--- src/rtl/pgm_ddram_arbiter.sv ---
`timescale 1ns/1ps
`default_nettype none
// +--------------------------------------------------------------------------+
// | pgm_ddram_arbiter: N-channel DDRAM read arbiter with loader passthrough  |
// | Revision: 1.0                                                            |
// +--------------------------------------------------------------------------+
module pgm_ddram_arbiter #(
  parameter int NCH     = 4,
  parameter int AW      = 29,
  parameter int RR_MODE = 1,
  parameter int TIMEOUT = 255
) (
  input  logic              clk,
  input  logic              reset_n,
  input  logic [NCH-1:0]    req,
  input  logic [NCH*AW-1:0] addr,
  output logic [NCH-1:0]    ack,
  output logic [63:0]       rdata,
  output logic [2:0]        gnt_id,
  input  logic              load_en,
  input  logic              load_we,
  input  logic [AW-1:0]     load_addr,
  input  logic [63:0]       load_din,
  input  logic [7:0]        load_be,
  output logic              ddram_rd,
  output logic              ddram_we,
  output logic [AW-1:0]     ddram_addr,
  output logic [63:0]       ddram_din,
  output logic [7:0]        ddram_be,
  input  logic              ddram_busy,
  input  logic [63:0]       ddram_dout,
  input  logic              ddram_dout_ready,
  output logic              timeout_err
);

  localparam logic [2:0] c_st_idle  = 3'd0;
  localparam logic [2:0] c_st_issue = 3'd1;
  localparam logic [2:0] c_st_wait  = 3'd2;
  localparam logic [2:0] c_st_ack   = 3'd3;
  localparam logic [2:0] c_st_load  = 3'd4;
  localparam logic [7:0] c_tmo_last = 8'(TIMEOUT - 1);

  logic [2:0]    r_state;
  logic [2:0]    w_next_state;
  logic [AW-1:0] r_addr;
  logic [2:0]    r_gnt_id;
  logic [2:0]    r_ptr;
  logic [63:0]   r_rdata;
  logic [7:0]    r_cnt;
  logic          r_timeout_err;
  logic [2:0]    w_winner;
  logic          w_found;
  logic [AW-1:0] w_sel_addr;
  logic          w_any_req;
  logic          w_tmo;
  logic          w_grant;

  function automatic int f_wrap(input int v);
    return (v >= NCH) ? v - NCH : v;
  endfunction

  assign w_any_req = |req;
  assign w_tmo     = (r_cnt == c_tmo_last);
  assign w_grant   = (r_state == c_st_idle) && !load_en && w_any_req;

  // Round robin searches from the channel after the last winner, wrapping at NCH.
  always_comb begin
    w_winner   = '0;
    w_found    = 1'b0;
    w_sel_addr = '0;
    if (RR_MODE != 0) begin
      for (int k = 1; k <= NCH; k++) begin
        for (int c = 0; c < NCH; c++) begin
          if (!w_found && req[c] && (3'(c) == 3'(f_wrap(int'(r_ptr) + k)))) begin
            w_found  = 1'b1;
            w_winner = 3'(c);
          end
        end
      end
    end else begin
      for (int k = NCH - 1; k >= 0; k--) begin
        if (req[k]) w_winner = 3'(k);
      end
    end
    for (int k = 0; k < NCH; k++) begin
      if (w_winner == 3'(k)) w_sel_addr = addr[k*AW +: AW];
    end
  end

  always_ff @(posedge clk or negedge reset_n) begin
    if (!reset_n) r_state <= c_st_idle;
    else          r_state <= w_next_state;
  end

  always_comb begin
    w_next_state = r_state;
    case (r_state)
      c_st_idle:  if (load_en) w_next_state = c_st_load;
                  else if (w_any_req) w_next_state = c_st_issue;
      c_st_issue: if (!ddram_busy) w_next_state = c_st_wait;
      c_st_wait:  if (ddram_dout_ready || w_tmo) w_next_state = c_st_ack;
      c_st_ack:   w_next_state = c_st_idle;
      c_st_load:  if (!load_en) w_next_state = c_st_idle;
      default:    w_next_state = c_st_idle;
    endcase
  end

  always_comb begin
    ddram_rd   = (r_state == c_st_issue);
    ddram_we   = 1'b0;
    ddram_addr = r_addr;
    ddram_din  = '0;
    ddram_be   = 8'hFF;
    if (r_state == c_st_load) begin
      ddram_we   = load_we;
      ddram_addr = load_addr;
      ddram_din  = load_din;
      ddram_be   = load_be;
    end
    for (int i = 0; i < NCH; i++) begin
      ack[i] = (r_state == c_st_ack) && (r_gnt_id == 3'(i));
    end
  end

  // Data return path; a dout_ready on the final WAIT cycle wins over the watchdog.
  always_ff @(posedge clk or negedge reset_n) begin
    if (!reset_n) begin
      r_addr        <= '0;
      r_gnt_id      <= '0;
      r_ptr         <= 3'(NCH - 1);
      r_rdata       <= '0;
      r_cnt         <= '0;
      r_timeout_err <= 1'b0;
    end else begin
      if (w_grant) begin
        r_addr   <= w_sel_addr;
        r_gnt_id <= w_winner;
        r_ptr    <= w_winner;
      end
      if (r_state == c_st_wait) begin
        r_cnt <= r_cnt + 8'd1;
        if (ddram_dout_ready) begin
          r_rdata <= ddram_dout;
        end else if (w_tmo) begin
          r_rdata       <= '1;
          r_timeout_err <= 1'b1;
        end
      end else begin
        r_cnt <= '0;
      end
    end
  end

  assign rdata       = r_rdata;
  assign gnt_id      = r_gnt_id;
  assign timeout_err = r_timeout_err;

endmodule
`default_nettype wire

--- config.mk ---
export PLATFORM = sky130hd
export DESIGN_NAME = pgm_ddram_arbiter
export DESIGN_NICKNAME = d
export VERILOG_FILES = /design/src/rtl/pgm_ddram_arbiter.sv
export SDC_FILE = /design/constraint.sdc
export NUM_CORES = 1
export LEC_CHECK = 0
export BUFFER_PORTS_ARGS = -buffer_cell sky130_fd_sc_hd__buf_4
export CAP_MARGIN = 30
export CORE_AREA = 4 4 180 182
export CTS_CLUSTER_SIZE = 10
export DETAILED_ROUTE_END_ITERATION = 6
export DIE_AREA = 0 0 184 186
export GPL_TIMING_DRIVEN = 1
export PLACE_DENSITY_LB_ADDON = 0.05
export SLEW_MARGIN = 20
export SYNTH_ARGS = -nofsm -noshare
export SYNTH_HDL_FRONTEND = slang
export SYNTH_SLANG_ARGS = --single-unit
--- constraint.sdc ---
create_clock -name clk -period 2.31 [get_ports clk]
set_clock_uncertainty 0.15 [all_clocks]
set_input_delay 0.1155 -clock clk [delete_from_list [all_inputs] [get_ports clk]]
set_output_delay 0.1155 -clock clk [all_outputs]
set_load 0.03 [all_outputs]
# Word-level counts from Yosys, hierarchy flattened
# Cells that the tools add are included.
# classes
n_addsub	9
n_lt_le_gt_ge	4
n_eq_ne	27
n_mux	51
bitwise_logic	1
n_reduce_logical	66
# ops
op	n
$mux W64	3
$mux W29	5
$mux W3	22
$logic_and A1 B1 Y1	37
$eq A3 B3 Y1 const A	8
$logic_not A3 Y1	7
$eq A3 B2 Y1 const B	6
$mux W1	17
$ge A4 B3 Y1 const B	4
$logic_not A1 Y1	16
$mux W8	2
$eq A2 B3 Y1 const A	4
$pmux W3 S4	1
$sub A3 B3 Y3 const B	4
$eq A3 B1 Y1 const B	3
$add A3 B2 Y4 const B	2
$add A8 B1 Y8 const B	1
$eq A8 B8 Y1 const B	1
$ne A2 B2 Y1 const B	3
$add A3 B1 Y4 const B	1
$add A3 B3 Y4 const B	1
$reduce_and A4 Y1	1
$reduce_or A4 Y1	1
$eq A3 B3 Y1 const B	1
7 further kinds	7
# totals
reg_bits	111
inputBits	291
word_cells	165

# Logic depth before layout (Yosys ltp)
# depth
ltp_word	71
mapped_depth	8
depth_no_buf	5

# Worst setup path after synthesis
# Ideal clock, no wire load.
# synth_path
path_kind	register -> register
start	register r_state[0]
end	register r_addr[10]
setup_time_ns	0.139
t_arrival_ns	1.834
setup_slack_ns	0.187
path_stages_with_launch	8
n_path_buf	3
period_less_slack_ns	2.123
path_cell_list	dfrtp_1 > buf_6 > or4_4 > or2_0 > buf_2 > a21oi_4 > buf_6 > a41oi_1
# synth_via
elab_chain_cells	3
# synth_lines
element	line_no	text
start: declaration	43	logic [2:0] r_state;
start signal: assignment	91	if (!reset_n) r_state <= c_st_idle;
start signal: assignment	92	else r_state <= w_next_state;
$logic_not A3 Y1	64	assign w_grant = (r_state == c_st_idle) && !load_en && w_any_req;
$logic_and A1 B1 Y1 (2 in a row)	64	
end signal: assignment	136	r_addr <= w_sel_addr;
end: declaration	45	logic [AW-1:0] r_addr;
# Every way passes these cells.
# A chain may end at the register's enable or synchronous reset.

# Worst setup path after layout
# layout_path
start	register r_state[0]
end	output ddram_addr[15]
# layout_via
elab_chain_cells	2
# layout_lines
element	line_no	text
$eq A3 B3 Y1	114	if (r_state == c_st_load) begin
$mux W29	114	
end: declaration	27	output logic [AW-1:0] ddram_addr,
# Every way passes these cells.

==> qor.json <==
{
  "global_routing": {
    "grt_pass1_vias": 7607,
    "globalRouteTotalUtil_pct": 18.2,
    "grt_overflow_total": 0,
    "grt_antenna_before_repair": 3,
    "first_pass_grt_wire_length_microns": 47600,
    "grt_max_degree": 65
  },
  "synth": {
    "yosysUniqueCellTypes": 48,
    "synth-async-reset-ratio_pct": 100,
    "synthesis.instances": 602,
    "synth_top_cell_by_area": "sky130_fd_sc_hd__dfrtp_1",
    "postSynthRegisterBits": 109,
    "synth-xor-area-share_pct": 0.874,
    "synth_area_per_cell_sq_um": 9.99,
    "yosysSeqAreaShare_pct": 45.4,
    "post_synth_and_or_nand_nor_area_fraction_pct": 18.8,
    "compound_cell_area_share_of_the_yosys_netlist_pct": 23.6,
    "post_synth_design_cell_area_sq_mm": 0.00602,
    "edff_count_synth": 0,
    "muxShareOfSynthArea_pct": 5.43,
    "synthTopCellsByArea": "sky130_fd_sc_hd__dfrtp_1 45%, sky130_fd_sc_hd__o22a_1 9.3%, sky130_fd_sc_hd__and2_1 6.8%",
    "synth_fa_ha_area_share_pct": 0.416,
    "count_of_yosys_warnings_during_synthesis": 0,
    "synth_top_family_by_area": "compound AO/OA/AOI/OAI gates",
    "netlist.area_leader.share_pct": 44.5,
    "synth_ff_type": "sky130_fd_sc_hd__dfrtp_1",
    "synth.net_count": 895
  },
  "floorplanning": {
    "count_of_boundary_i_o_pins": 466,
    "initial_core_util_pct": 19.7,
    "core_area_sq_mm": 0.0306,
    "die_area_sq_mm": 0.0342,
    "floorplan.rows": 64,
    "floorplan.die.width_microns": 184,
    "dieHeight_microns": 186
  },
  "finish": {
    "final_core_utilization_pct": 39.7,
    "finish.cell_count_without_fillers": 1607,
    "area.sequential_sq_mm": 0.00273,
    "finish.net_count": 1498,
    "nFillCells": 3126,
    "layout-drive-gt1-share_pct": 46.4,
    "final_cell_area_sq_mm": 0.0121,
    "multi_input_comb_area_sq_mm": 0.00303,
    "layout-area-overhead-vs-synth_pct": 102
  },
  "pwr": {
    "post-layout-total-power_w": 0.0136,
    "power_per_cell_area_mw_per_mm2": 1120,
    "leakage_nw": 5.35,
    "worst_ir_drop_vdd_uv": 549
  },
  "critical_path": {
    "worstPathArrival_ns": 2.01,
    "crit_path_frequent_cell": "sky130_fd_sc_hd__buf_4",
    "critical_path.max_stage_delay_ns": 0.39,
    "critical_path.n_buffers_inverters": 4,
    "worst_setup_path_end_kind": "output port",
    "path_cells": "buf_4 > nor3b_4 > buf_4 > clkbuf_16 > mux2_2 > buf_4",
    "cpMaxStageDelayCell": "sky130_fd_sc_hd__dfrtp_1",
    "start_kind": "flip-flop",
    "worst_path_dominant_cell_family": "buffers and inverters",
    "required_arrival_time_at_the_worst_endpoint_ns": 2.04,
    "setup.worst_path.class": "reg -> out",
    "crit_path_max_fanout": 10
  },
  "placed_design": {
    "numPlacedInstances": 1426,
    "dp_hpwl_microns": 25300,
    "placed_cell_area_sq_mm": 0.0101,
    "io_buffers": 464,
    "gp_congestion": 0.757
  },
  "job": {
    "drv.max_cap_violation_count": 0
  },
  "clocking": {
    "clock_latency_ns": 0.36,
    "cts.htree.levels": 3,
    "clkSinkCount": 109,
    "cts-root-buf": "sky130_fd_sc_hd__clkbuf_16",
    "clockBufferDepth": 2,
    "cts_made_buffers": 9,
    "cts.clk_slew.worst_paths_ns": 0.09,
    "tritoncts": "built"
  },
  "status": {
    "status": "finished, final reports clean"
  },
  "sta": {
    "achievable-frequency_mhz": 439,
    "slew-limit-headroom_pct": 61.7,
    "tightestPinTransition_ns": 0.574,
    "timing.setup.tns_ns": 0,
    "setup_repair_after_global_routing_missed_its_margin": "true",
    "timing.final.crit_share_pct": 98.7,
    "slew_viol_final": 0,
    "setup_violators_final": 0,
    "finalHoldViolations": 0,
    "final.min_clock_period_ns": 2.28
  },
  "detailed_routing": {
    "routed_wire_length_microns": 33900,
    "dr_total_vias": 7278,
    "drtAntennaViolNets": 0,
    "initialDrtViolationCount": 346,
    "remaining_drc_errors": 0,
    "drt-pass1-iter-count": 4,
    "avgRoutedWirePerCell_microns": 21.1,
    "routed_via_density": 4.53
  },
  "hold_path": {
    "hold_path.class": "in -> reg"
  }
}
-- final cells by class --
type / count / share of cell area (%)
Timing Repair Buffer: 657 / 45.6
Clock buffer: 9 / 1.86
Clock inverter: 7 / 0.732
Multi-Input combinational cell: 418 / 24.9
Sequential cell: 109 / 22.5
Tap cell: 396 / 4.08
Inverter: 10 / 0.309
Antenna cell: 1 / 0.0206
-- power by group --
group,switching (W),internal [W]
clock network,0.000885,0.000783
logic,0.00492,0.00371
registers,0.000566,0.00274
-- cells in the mapped netlist, types with 6 or more instances --
| cell | n |
|---|---|
| sky130_fd_sc_hd__o22a_1 | 64 |
| sky130_fd_sc_hd__nor2_1 | 14 |
| sky130_fd_sc_hd__o32ai_1 | 29 |
| sky130_fd_sc_hd__o21ai_0 | 30 |
| sky130_fd_sc_hd__inv_1 | 10 |
| sky130_fd_sc_hd__dfrtp_1 | 107 |
| sky130_fd_sc_hd__clkbuf_1 | 39 |
| sky130_fd_sc_hd__nand3_1 | 32 |
| sky130_fd_sc_hd__a41oi_1 | 26 |
| sky130_fd_sc_hd__buf_2 | 17 |
| sky130_fd_sc_hd__nor3_1 | 6 |
| sky130_fd_sc_hd__nand2b_1 | 12 |
| sky130_fd_sc_hd__or3_1 | 30 |
| sky130_fd_sc_hd__mux2_2 | 29 |
| sky130_fd_sc_hd__nand2_1 | 33 |
| sky130_fd_sc_hd__and2_1 | 65 |
-- tightest hold or removal path, stage by stage --
cell,delay (ns)
sky130_fd_sc_hd__buf_4,0.08
sky130_fd_sc_hd__or3_1,0.09
sky130_fd_sc_hd__o32ai_1,0.07
sky130_fd_sc_hd__a41oi_1,0.14
-- metal layers --
layer	GRT usage (%)	part of all wire (%)	wire, microns	vias up
met5	0	0	0	-
met4	4.85	2.1	699	0
met3	3.95	6.7	2250	35
met2	33.5	53	18100	307
met1	21.5	38	12800	3480
li1	-	-	-	3456
-- sequential cells by signal (all words and copies together) (netlist names) --
register and flops:
gnt_id 2, r_addr 29, r_cnt 8, r_ptr 2, r_state 3, rdata 64
timeout_err 1
-- worst paths after layout --
check / from / to / slack (ns) / cells after the start
worst max-delay path: r_state[0]$_DFFE_PN0P_ / ddram_addr[15] / 0.03 / 6
worst min-delay path: addr[105] / r_addr[18]$_DFFE_PN0P_ / 0.02 / 4
worst max register to register: r_state[2]$_DFFE_PN0P_ / r_addr[12]$_DFFE_PN0P_ / 0.17 / 5
worst min register to register: timeout_err$_DFFE_PN0P_ / timeout_err$_DFFE_PN0P_ / 0.34 / 2
max in group asynchronous: reset_n / r_addr[10]$_DFFE_PN0P_ / 1.22 / 3
min in group asynchronous: reset_n / rdata[18]$_DFFE_PN0P_ / 0.13 / 2
-- repair_timing --
action,in CTS,in global routing
pin swaps,1,1
cloned,1,2
buffers inserted,1,5
endpoints found under the setup margin,49,79
gates resized for setup,5,3
hold buffers,155,0
endpoints found under the hold margin,133,0
-- cells by family (layout without fill, tap and decap cells) --
| group | after synthesis | in the layout |
|---|---|---|
| AND/OR/NAND/NOR | 205 | 205 |
| AO/OA/AOI/OAI | 175 | 175 |
| flip-flops | 109 | 109 |
| buffers and inverters | 75 | 683 |
| multiplexers | 29 | 29 |
| XOR/XNOR | 6 | 6 |
| adder cells (fa/ha/maj) | 2 | 2 |
| other | 1 | 2 |
-- placed cells by master (no fill, tap or decap), types with 26 or more instances in the layout --
master	instances
sky130_fd_sc_hd__o22a_1	64
sky130_fd_sc_hd__dfrtp_1	107
sky130_fd_sc_hd__nand2_1	33
sky130_fd_sc_hd__buf_4	485
sky130_fd_sc_hd__nand3_1	32
sky130_fd_sc_hd__and2_1	65
sky130_fd_sc_hd__o21ai_0	30
sky130_fd_sc_hd__or3_1	29
sky130_fd_sc_hd__a41oi_1	26
sky130_fd_sc_hd__o32ai_1	29
sky130_fd_sc_hd__dlygate4sd3_1	155
sky130_fd_sc_hd__mux2_2	29
-- stage by stage --
step / setup slack (ns) / hold WS [ns]
floorplan: 0.187 / -0.330
global placement: 0.197 / 0.0167
detailed placement: 0.177 / 0.0105
CTS: -0.0224 / 0.00129
global route: -0.0698 / 0.00783
finish: 0.0301 / 0.0159
Power figures use the tool's default switching activity.
